File: src/rtl/vram_cpu_bridge.sv
// CPU-side requester for one 32-bit VRAM port: byte/half/word accesses become word cycles,
// sub-word stores use read-modify-write. Optional feature macro: VRAM_BYTE_DUP_EN.
module vram_cpu_bridge #(
    parameter int            AW         = 14,
    parameter int            RD_LATENCY = 0,
    parameter logic [AW-1:0] OBJ_BASE_W = 14'h3000
) (
    input  logic          clk_i,
    input  logic          rst_i,
    input  logic          cpu_req_i,
    input  logic          cpu_we_i,
    input  logic [1:0]    cpu_size_i,
    input  logic [AW+1:0] cpu_addr_i,
    input  logic [31:0]   cpu_wdata_i,
    output logic [31:0]   cpu_rdata_o,
    output logic          cpu_ack_o,
    output logic [AW-1:0] mem_addr_o,
    output logic          mem_we_o,
    output logic [31:0]   mem_din_o,
    input  logic [31:0]   mem_dout_i
);

`ifdef VRAM_BYTE_DUP_EN
    localparam bit DUP_EN = 1'b1;
`else
    localparam bit DUP_EN = 1'b0;
`endif

    localparam int            CW       = (RD_LATENCY > 0) ? $clog2(RD_LATENCY + 1) : 1;
    localparam logic [CW-1:0] CNT_LAST = CW'(RD_LATENCY);

    typedef enum logic [1:0] {S_IDLE, S_RD, S_WR, S_ACK} state_t;

    state_t        state_q, state_d;
    logic [CW-1:0] cnt_q, cnt_d;
    logic          we_q, we_d;
    logic          half_q, half_d;
    logic [1:0]    lo_q, lo_d;
    logic [31:0]   wdata_q, wdata_d;
    logic [31:0]   rdata_q, rdata_d;
    logic          ack_q, ack_d;
    logic [AW-1:0] maddr_q, maddr_d;
    logic          mwe_q, mwe_d;
    logic [31:0]   mdin_q, mdin_d;

    logic [3:0]    be;
    logic [31:0]   wlanes;
    logic [31:0]   merged;
    logic          drop;

    // Sub-word merge against the word captured from VRAM this cycle.
    always_comb begin
        be     = 4'b0000;
        wlanes = wdata_q;
        if (half_q) begin
            be = lo_q[1] ? 4'b1100 : 4'b0011;
        end else if (DUP_EN) begin
            be     = lo_q[1] ? 4'b1100 : 4'b0011;
            wlanes = {4{wdata_q[{lo_q, 3'b000} +: 8]}};
        end else begin
            be = 4'b0001 << lo_q;
        end
        for (int i = 0; i < 4; i++)
            merged[8*i +: 8] = be[i] ? wlanes[8*i +: 8] : mem_dout_i[8*i +: 8];
        drop = DUP_EN && !half_q && (maddr_q >= OBJ_BASE_W);
    end

    always_comb begin
        state_d = state_q;
        cnt_d   = cnt_q;
        we_d    = we_q;
        half_d  = half_q;
        lo_d    = lo_q;
        wdata_d = wdata_q;
        rdata_d = rdata_q;
        maddr_d = maddr_q;
        mdin_d  = mdin_q;
        ack_d   = 1'b0;
        mwe_d   = 1'b0;
        case (state_q)
            S_IDLE: if (cpu_req_i) begin
                we_d    = cpu_we_i;
                half_d  = (cpu_size_i == 2'd1);
                lo_d    = cpu_addr_i[1:0];
                wdata_d = cpu_wdata_i;
                maddr_d = cpu_addr_i[AW+1:2];
                cnt_d   = '0;
                if (cpu_we_i && cpu_size_i[1]) begin
                    mdin_d  = cpu_wdata_i;
                    mwe_d   = 1'b1;
                    state_d = S_WR;
                end else begin
                    state_d = S_RD;
                end
            end
            S_RD: begin
                if (cnt_q == CNT_LAST) begin
                    cnt_d = '0;
                    if (!we_q) begin
                        rdata_d = mem_dout_i;
                        ack_d   = 1'b1;
                        state_d = S_ACK;
                    end else if (drop) begin
                        ack_d   = 1'b1;
                        state_d = S_ACK;
                    end else begin
                        mdin_d  = merged;
                        mwe_d   = 1'b1;
                        state_d = S_WR;
                    end
                end else begin
                    cnt_d = cnt_q + CW'(1);
                end
            end
            S_WR: begin
                ack_d   = 1'b1;
                state_d = S_ACK;
            end
            default: state_d = S_IDLE;
        endcase
    end

    always_ff @(posedge clk_i) begin
        if (rst_i) begin
            state_q <= S_IDLE;
            cnt_q   <= '0;
            we_q    <= 1'b0;
            half_q  <= 1'b0;
            lo_q    <= 2'b00;
            wdata_q <= '0;
            rdata_q <= '0;
            ack_q   <= 1'b0;
            maddr_q <= '0;
            mwe_q   <= 1'b0;
            mdin_q  <= '0;
        end else begin
            state_q <= state_d;
            cnt_q   <= cnt_d;
            we_q    <= we_d;
            half_q  <= half_d;
            lo_q    <= lo_d;
            wdata_q <= wdata_d;
            rdata_q <= rdata_d;
            ack_q   <= ack_d;
            maddr_q <= maddr_d;
            mwe_q   <= mwe_d;
            mdin_q  <= mdin_d;
        end
    end

    assign cpu_rdata_o = rdata_q;
    assign cpu_ack_o   = ack_q;
    assign mem_addr_o  = maddr_q;
    assign mem_we_o    = mwe_q;
    assign mem_din_o   = mdin_q;

endmodule

File: config.mk
export PLATFORM = sky130hd
export DESIGN_NAME = vram_cpu_bridge
export DESIGN_NICKNAME = d
export VERILOG_FILES = /design/src/rtl/vram_cpu_bridge.sv
export SDC_FILE = /design/constraint.sdc
export NUM_CORES = 1
export LEC_CHECK = 0
export BUFFER_PORTS_ARGS = -buffer_cell sky130_fd_sc_hd__buf_2
export CAP_MARGIN = 20
export CORE_AREA = 2 2 135 111
export CTS_CLUSTER_DIAMETER = 150
export CTS_CLUSTER_SIZE = 12
export DETAILED_ROUTE_END_ITERATION = 16
export DIE_AREA = 0 0 137 113
export GPL_ROUTABILITY_DRIVEN = 0
export PLACE_DENSITY_LB_ADDON = 0.12
export SYNTH_ARGS = -nofsm -noshare
export SYNTH_HDL_FRONTEND = slang
export SYNTH_SLANG_ARGS = --single-unit
export TNS_END_PERCENT = 30
File: constraint.sdc
create_clock -name clk_i -period 2.35 [get_ports clk_i]
set_input_delay 0.47 -clock clk_i [delete_from_list [all_inputs] [get_ports clk_i]]
set_output_delay 0.47 -clock clk_i [all_outputs]
set_load 0.005 [all_outputs]
# Yosys cells after proc, flatten, opt, wreduce, memory -nomap -nowiden
# Index checks and enable logic that the tools add are counted.
dict set report word_totals {
  regBits 119
  in_bits 86
  output_inout_bits 80
  wordCells 57
}
dict set report op_classes {
  addsub 1
  eq_ne 7
  n_shift 1
  n_mux 27
  bitwise_logic 2
  n_reduce_logical 8
}
# cell count
set ops {}
lappend ops {{32-bit two-way mux} 4}
lappend ops {{32-bit case mux with 2 select lines} 1}
lappend ops {{8-bit two-way mux} 4}
lappend ops {{1-bit two-way mux} 9}
lappend ops {{4-bit two-way mux} 2}
lappend ops {{2-bit != test (second input constant)} 4}
lappend ops {{2-bit two-way mux} 3}
lappend ops {{1-bit case mux with 2 select lines} 3}
lappend ops {{2-bit case mux with 3 select lines} 1}
lappend ops {{2-bit AND reduction} 3}
lappend ops {{5-bit AND reduction} 1}
lappend ops {{2-bit by 1-bit equality test with 1-bit output (second input constant)} 2}
lappend ops {{1-bit by 2-bit << shifter with 4-bit output (first input constant)} 1}
lappend ops {{3-bit AND reduction} 1}
lappend ops {{2-bit equality test (second input constant)} 1}
lappend ops {{2-bit zero test} 1}
lappend ops {{1-bit NOT} 2}
lappend ops {{2-bit nonzero test} 1}
lappend ops {{1-bit adder (second input constant)} 1}
lappend ops {{1-bit logical AND} 1}

# Longest topological paths before layout
# Gate-level depths: netlist of the first run.
dict set report depth {
  ltp_word 6
  ltp_mapped 8
  ltp_nobuf 6
}

# Least setup slack after synthesis of the first run
# Ideal clock, no wire load.
dict set report synth_path {
  kind {reg2reg}
  startpoint {register state_q[0]}
  endpoint {register mdin_q[30], in the netlist mem_din_o[30]}
  setup_ns 0.070
  arrival_time_ns 1.683
  required_ns 2.280
  path_slack_ns 0.597
  stages_incl_launch_ff 9
  n_path_buf 2
  period_less_slack_ns 1.753
  path_cell_list {dfxtp_1 inv_1 ha_1 nor2b_4 a211o_1 buf_6 buf_6 a311o_1 a21oi_1}
}
dict set report synth_via {
  elab_chain_cells 3
  elab_cells_between_ends 9
  classes_between {eq/ne (5); mux (1); reduce/logical (3)}
}
# element line
set synth_rtl {}
lappend synth_rtl {{from (decl)} 34} ;# state_t state_q, state_d;
lappend synth_rtl {{from (signal assigned)} 137} ;# state_q <= state_d;
lappend synth_rtl {{2-bit by 1-bit equality test with 1-bit output / 2-bit zero test (equally long branches)} 80} ;# case (state_q)
lappend synth_rtl {{2-bit != test (no line) / 2-bit nonzero test (equally long branches)} --}
lappend synth_rtl {{5-bit AND reduction (no line)} --}
lappend synth_rtl {{to (signal assigned)} 147} ;# mdin_q <= mdin_d;
lappend synth_rtl {{to (decl)} 44} ;# logic [31:0] mdin_q, mdin_d;
# Parallel ways exist; a longest one is shown, timed or not.
# A chain may end at the register's enable or synchronous reset.

# Worst setup path in the final report of the first run
dict set report layout_path {
  startpoint {register state_q[1]}
  endpoint {register state_q[0]}
}
dict set report layout_via {
  elab_chain_cells 3
  elab_cells_between_ends 7
  classes_between {eq/ne (4); mux (1); reduce/logical (2)}
}
# element line
set layout_rtl {}
lappend layout_rtl {{2-bit by 1-bit equality test with 1-bit output / 2-bit zero test (equally long branches)} 80}
lappend layout_rtl {{2-bit != test (no line)} --}
lappend layout_rtl {{2-bit AND reduction (no line)} --}
# Parallel ways exist; a longest one is shown, timed or not.

==> results of run 1 <==
-- final cells by class --
class                      instances  area, sq um
fill                            1447         7680
tap                              184          230
clock buffer                      26          479
sequential                       118         2360
clock inverter                     5         25.0
multi-input combinational        470         2280
inverter                           3         11.3
timing repair buffer             179          983
-- cells by family (layout without fill, tap and decap cells) --
logic type | after synthesis | in the layout | synth area share [%]
flip-flops | 118 | 118 | 48.5
buffers and inverters | 55 | 213 | 5.03
AND/OR/NAND/NOR | 293 | 293 | 23.9
adder cells (fa/ha/maj) | 5 | 5 | 1.28
AO/OA/AOI/OAI | 172 | 172 | 21.3
-- worst max-delay path: cells and delay by family (launching register included) --
family	cells	cell delay (ns)
AOI/OAI and AO/OA	1	0.17
adders and majority gates	1	0.22
buffers and inverters	3	0.69
DFF	1	0.33
and+or+nand+nor	3	0.63
-- state kept, by name, indices dropped and copies added (netlist names) --
register	flops
state_q	2
mem_we_o	1
lo_q	2
wdata_q	32
mem_addr_o	14
cpu_ack_o	1
we_q	1
mem_din_o	32
cpu_rdata_o	32
half_q	1
-- cells in the final DEF, fill, tap and decap left out, types with 3 or more instances in the layout --
| master | count |
|---|---|
| nand2_1 | 229 |
| buf_2 | 164 |
| dfxtp_1 | 118 |
| a21oi_1 | 117 |
| nor2_1 | 34 |
| a311o_1 | 32 |
| clkbuf_16 | 17 |
| o21ai_0 | 16 |
| nand3_1 | 16 |
| buf_4 | 11 |
| clkbuf_1 | 7 |
| clkinv_2 | 5 |
| ha_1 | 4 |
| buf_12 | 4 |
| inv_1 | 3 |
| nand2b_1 | 3 |
-- layer usage --
layer	routed length, um	up-vias	track usage [%]
li1	-	2449	-
met1	6620	2253	24.5
met2	6510	187	29.9
met3	1350	22	6.90
met4	172	2	6.74
met5	11	-	0
-- cells in the mapped netlist (all sizes together) --
master	instances
clkbuf	38
nor3b	1
a211o	1
or3	1
o21ai	17
ha	5
nand4	1
a31oi	1
o21a	1
and2	1
nand3b	1
and2b	1
nand2b	3
nor2b	2
inv	3
o21ba	1
dfxtp	118
a21boi	1
o21bai	1
a21oi	117
nor3	2
a311o	32
nand3	16
buf	14
nor2	34
nand2	230
-- final timing paths --
| check | to | start | cells past startpoint | slack [ns] |
|---|---|---|---|---|
| setup / recovery | state_q[0] | state_q[1] | 8 | 0.22 |
| hold / removal | lo_q[0] | cpu_addr_i[0] | 3 | 0.30 |
| setup reg to reg | state_q[0] | state_q[1] | 8 | 0.22 |
| hold reg to reg | cpu_rdata_o[7] | cpu_rdata_o[7] | 2 | 0.45 |
-- power groups by stage --
stage / Combinational, mW / Sequential, mW / Clock, mW
CTS: 2.78 / 2.76 / 2.29
finish: 2.74 / 2.76 / 2.24
global route: 3.09 / 2.82 / 2.40
floorplan: 1.79 / 2.79 / 0
global placement: 2.67 / 2.78 / 0
detailed placement: 2.77 / 2.80 / 0
==> results.md, run 1 <==
* Status: complete, no violations
* CP Launch Type: flop
* Clk Latency, worst-skew pair at 0.41 ns
* Tot Pwr at 7.74 mW
* Layout Cells excl Fill at 985
* Iter 0 DRT Violations at 223
* Share of cells above drive strength 1 at 26.2%
* IO buf count at 165
* Power Density at 1220 nW/um^2
* First-pass GRT wire length at 23100 um
* Sw Pwr at 2.78 mW
* Arrival time at the worst endpoint at 2.46 ns
* Max Cap Viol at 0
* Seq pwr share at 35.6%
* Maximum fanout along the worst path at 33
* Final Hold Fails at 0
* # hold bufs at CTS at 0
* Routed wire per std cell at 14.9 um
* Via/cell ratio at 4.99
* Post-synth top area share at 48.5%
* Remaining DRCs at 0
* Leakage at 2.73 nW
* Vias in the first global route at 4689
* Core Rows at 39
* Setup TNS at 0 ns
* Core footprint at 14100 sq um
* Fin util at 45.3%
* Area Overhead vs Synth at 30.8%
* Die ar. at 15500 sq um
* Synth warn at 0
* Initial core utilization at 34.7%
* Mapped Nets at 734
* Initial antenna violation count at 1
* Fin nets at 880
* CTS tree: built
* Num CTS Buffers at 17
* Clock power frac at 29.0%
* Setup ws final at 0.223 ns
* Setup bufs post-CTS at 0
* Peak supply drop at 632 uV
* Total grt overflow at 0
* CTS Sinks at 118
* Yosys reg bits at 118
* Int Power at 4.96 mW
* Pin count of the biggest net entering global routing at 65
* Least-Margin Pin Slew at 0.747 ns
* Sw Share at 35.9%
* Clock Tree Buf Depth at 2
* Final min period at 2.13 ns
* Average size of a mapped cell at 7.58 sq um
* Yosys cell types at 31
* Design area at 6370 sq um
* # diodes at 0
* Worst path cell trace: inv_1 > ha_2 > buf_4 > nor2b_4 > buf_4 > nor3_1 > or3_1 > a21oi_1
* Largest area contributor in the netlist: dfxtp_1
* Post-place setup slack at 0.255 ns
* DP Area at 5870 sq um
* Root buffer cell: clkbuf_16
* Crit path top cell by count: buf_4
* # IOs at 166
* First-pass DRT Iterations at 5
* Comb pwr share at 35.4%
* Area contributors post-synth: dfxtp_1 (48%), nand2_1 (18%), a21oi_1 (12%), a311o_1 (6.6%), clkbuf_1 (2.9%)
* Slew HR at 49.9%
* Fin Hold WS at 0.298 ns
* Path type of the worst min-delay path: input port to flop
* Post-DP HPWL at 10000 um
* Slew Viols, Final at 0
* Drt total wl at 14700 um
* Clock Skew at 0.00838 ns
* Worst Path Required at 2.68 ns
* Max incr delay on CP at 0.33 ns
* CP endpoint kind: flop
* CTS clk-pin slew, worst paths at 0.05 ns
* RSZ-0062 raised after global routing: no
* Die width at 137 um
* Slowest library cell on the worst path: dfxtp_1
* Gate Count Post-Synth at 643
* Final setup violation count at 0
* Sequential fraction of the synthesis area at 48.5%
* Fin crit share at 90.5%
* Htree depth at 4
* Post-Place Cells at 954
* Maximum clock rate at 470 MHz
* DIE HEIGHT at 113 um
* Vias at 4913
* PostCTS Resize Cnt at 0
* GRT Util Overall at 19.2%
* Syn Std Cell Area at 4870 sq um
* ANT nets after route at 0
* Setup CP Type: flop to flop
Power figures use the tool's default switching activity.
==> run 2: changes to the inputs <==
CORE_AREA = 2 2 114 94   (was 2 2 135 111)
DIE_AREA = 0 0 116 96   (was 0 0 137 113)
==> run 2 against run 1 <==
  * Flip-flop and latch count unchanged
  * Sequential power about the same
  * Clock power up 17%
  * Count of clock-buffer cells in the layout down 4
  * Routed wire length down 4.4%
  * Clock skew up 0.0065 ns
  * Core utilization up 19 points
  * Cell area up 0.75%
  * Final cell count down 4.5%
  * Critical path depth down 1
  * First-iteration DRC count up 76%
  * Combinational power up 1%
  * Critical path type unchanged
  * Largest cell class unchanged
==> results.md, run 2 (synthesis results as in run 1) <==
* Status: complete, no violations (unchanged)
* Final min period at 2.00 ns (was 2.13 ns)
* # hold bufs at CTS at 0 (unchanged)
* Die ar. at 11100 sq um (was 15500 sq um)
* Core footprint at 9990 sq um (was 14100 sq um)
* CTS Sinks at 118 (unchanged)
* First-pass GRT wire length at 22000 um (was 23100 um)
* Initial antenna violation count at 0 (was 1)
* Number of fill cells in the layout at 895 (was 1447)
* Least-Margin Pin Slew at 0.673 ns (was 0.747 ns)
* IO buf count at 165 (unchanged)
* PostCTS Resize Cnt at 0 (unchanged)
* Slowest library cell on the worst path: dfxtp_1 (unchanged)
* Clock power frac at 32.0% (was 29.0%)
* Slew HR at 54.8% (was 49.9%)
* Htree depth at 4 (unchanged)
* Area of the multi-input gates at 2270 sq um (was 2280 sq um)
* Total grt overflow at 0 (unchanged)
* Setup bufs post-CTS at 0 (unchanged)
* Seq pwr share at 33.9% (was 35.6%)
* Clk Latency, worst-skew pair at 0.41 ns (about the same)
* Worst Path Required at 2.69 ns (was 2.68 ns)
* Wire length on met3 at 998 um (was 1350 um)
* Path type of the worst min-delay path: input port to flop (unchanged)
* Routed wire per std cell at 14.9 um (about the same)
* Core Rows at 33 (was 39)
* Max incr delay on CP at 0.38 ns (was 0.33 ns)
* Vias in the first global route at 4694 (was 4689)
* Fin nets at 880 (unchanged)
* Maximum fanout along the worst path at 34 (was 33)
* GRT Util Overall at 25.6% (was 19.2%)
* Clock Tree Buf Depth at 2 (unchanged)
* Leakage at 2.77 nW (was 2.73 nW)
* CP Launch Type: flop (unchanged)
* Design area at 6420 sq um (was 6370 sq um)
* Met2 routed WL at 6400 um (was 6510 um)
* # IOs at 166 (unchanged)
* Iter 0 DRT Violations at 392 (was 223)
* Pin count of the biggest net entering global routing at 51 (was 65)
* Initial core utilization at 48.7% (was 34.7%)
* DIE HEIGHT at 96 um (was 113 um)
* Most frequent cells in the layout: nand2_1 (229), buf_2 (164), dfxtp_1 (118), a21oi_1 (117), nor2_1 (34) (unchanged)
* Final Hold Fails at 0 (unchanged)
* Setup ws final at 0.351 ns (was 0.223 ns)
* Most common cell after layout, fill and taps aside: nand2_1 (unchanged)
* Num CTS Buffers at 17 (unchanged)
* Vias at 4985 (was 4913)
* Sw Pwr at 2.83 mW (was 2.78 mW)
* Post-DP HPWL at 9280 um (was 10000 um)
* WL met1 at 6390 um (was 6620 um)
* FF+latch area at 2360 sq um (unchanged)
* Arrival time at the worst endpoint at 2.34 ns (was 2.46 ns)
* Maximum clock rate at 500 MHz (was 470 MHz)
* Setup CP Type: flop to flop (unchanged)
* Worst path cell trace: inv_1 > ha_1 > nor2b_4 > a211o_2 > buf_4 > a311o_1 > a21oi_1 (was inv_1 > ha_2 > buf_4 > nor2b_4 > buf_4 > nor3_1 > or3_1 > a21oi_1)
* Share of cells above drive strength 1 at 26.8% (was 26.2%)
* Int Power at 5.32 mW (was 4.96 mW)
* Peak supply drop at 707 uV (was 632 uV)
* Setup TNS at 0 ns (unchanged)
* # diodes at 0 (unchanged)
* Die width at 116 um (was 137 um)
* Drt total wl at 14000 um (was 14700 um)
* Via/cell ratio at 5.30 (was 4.99)
* Root buffer cell: clkbuf_16 (unchanged)
* Comb pwr share at 34.1% (was 35.4%)
* RSZ-0062 raised after global routing: no (unchanged)
* Max layer used: met4 (was met5)
* First-pass DRT Iterations at 5 (unchanged)
* CTS tree: built (unchanged)
* ANT nets after route at 0 (unchanged)
* Fin crit share at 85.1% (was 90.5%)
* Area Overhead vs Synth at 31.7% (was 30.8%)
* Slew Viols, Final at 0 (unchanged)
* CP endpoint kind: flop (unchanged)
* Sw Share at 34.7% (was 35.9%)
* Max Cap Viol at 0 (unchanged)
* Post-place setup slack at 0.381 ns (was 0.255 ns)
* Remaining DRCs at 0 (unchanged)
* Clock Skew at 0.0149 ns (was 0.00838 ns)
* DP Area at 5820 sq um (was 5870 sq um)
* Final setup violation count at 0 (unchanged)
* CTS clk-pin slew, worst paths at 0.06 ns (was 0.05 ns)
* Fin Hold WS at 0.287 ns (was 0.298 ns)
* Power Density at 1270 nW/um^2 (was 1220 nW/um^2)
run 2: layout make-up:
class	count	area share [%]
Clock buffer	22	7.39
Clock inverter	9	1.95
Timing Repair Buffer	179	15.5
Inverter	3	0.175
Tap cell	140	2.73
Multi-Input combinational cell	470	35.4
Sequential cell	118	36.8
run 2: power by group through the flow:
stage                     combinational, mW  clock [mW]  sequential (mW)
after floorplan                        1.79           0             2.79
after global placement                 2.68           0             2.78
after detailed placement               2.78           0             2.79
after CTS                              2.80        2.64             2.76
after global routing                   3.11        2.74             2.81
final                                  2.78        2.61             2.76
run 2: through the flow:
stage	total power, mW	instances	util (%)
floorplan	4.58	643	-
detailed placement	5.57	910	58.2
CTS	8.20	941	64.2
global placement	5.46	910	58.2
global route	8.66	941	64.2
finish	8.14	941	64.2
run 2: path summary, 6_finish.rpt:
kind	from	to	slack, ns	depth (start not counted)
max	state_q[0]	mem_din_o[28]	0.35	7
min	cpu_addr_i[7]	mem_addr_o[5]	0.29	3
max reg2reg	state_q[0]	mem_din_o[28]	0.35	7
min reg2reg	mem_addr_o[2]	mem_addr_o[2]	0.45	2
run 2: critical path: cells and delay by family (launching register included):
| kind | cells | cell delay (ns) |
|---|---|---|
| buffers and inverters | 2 | 0.35 |
| AO/OA/AOI/OAI | 3 | 0.76 |
| adder cells (fa/ha/maj) | 1 | 0.26 |
| flip-flops | 1 | 0.38 |
| AND/OR/NAND/NOR | 1 | 0.16 |
run 2: layer usage:
metal  GRT usage, %  up-vias
li1               -     2450
met1           32.6     2326
met2           41.2      187
met3           7.18       22
met4           10.4        0
met5              0        -
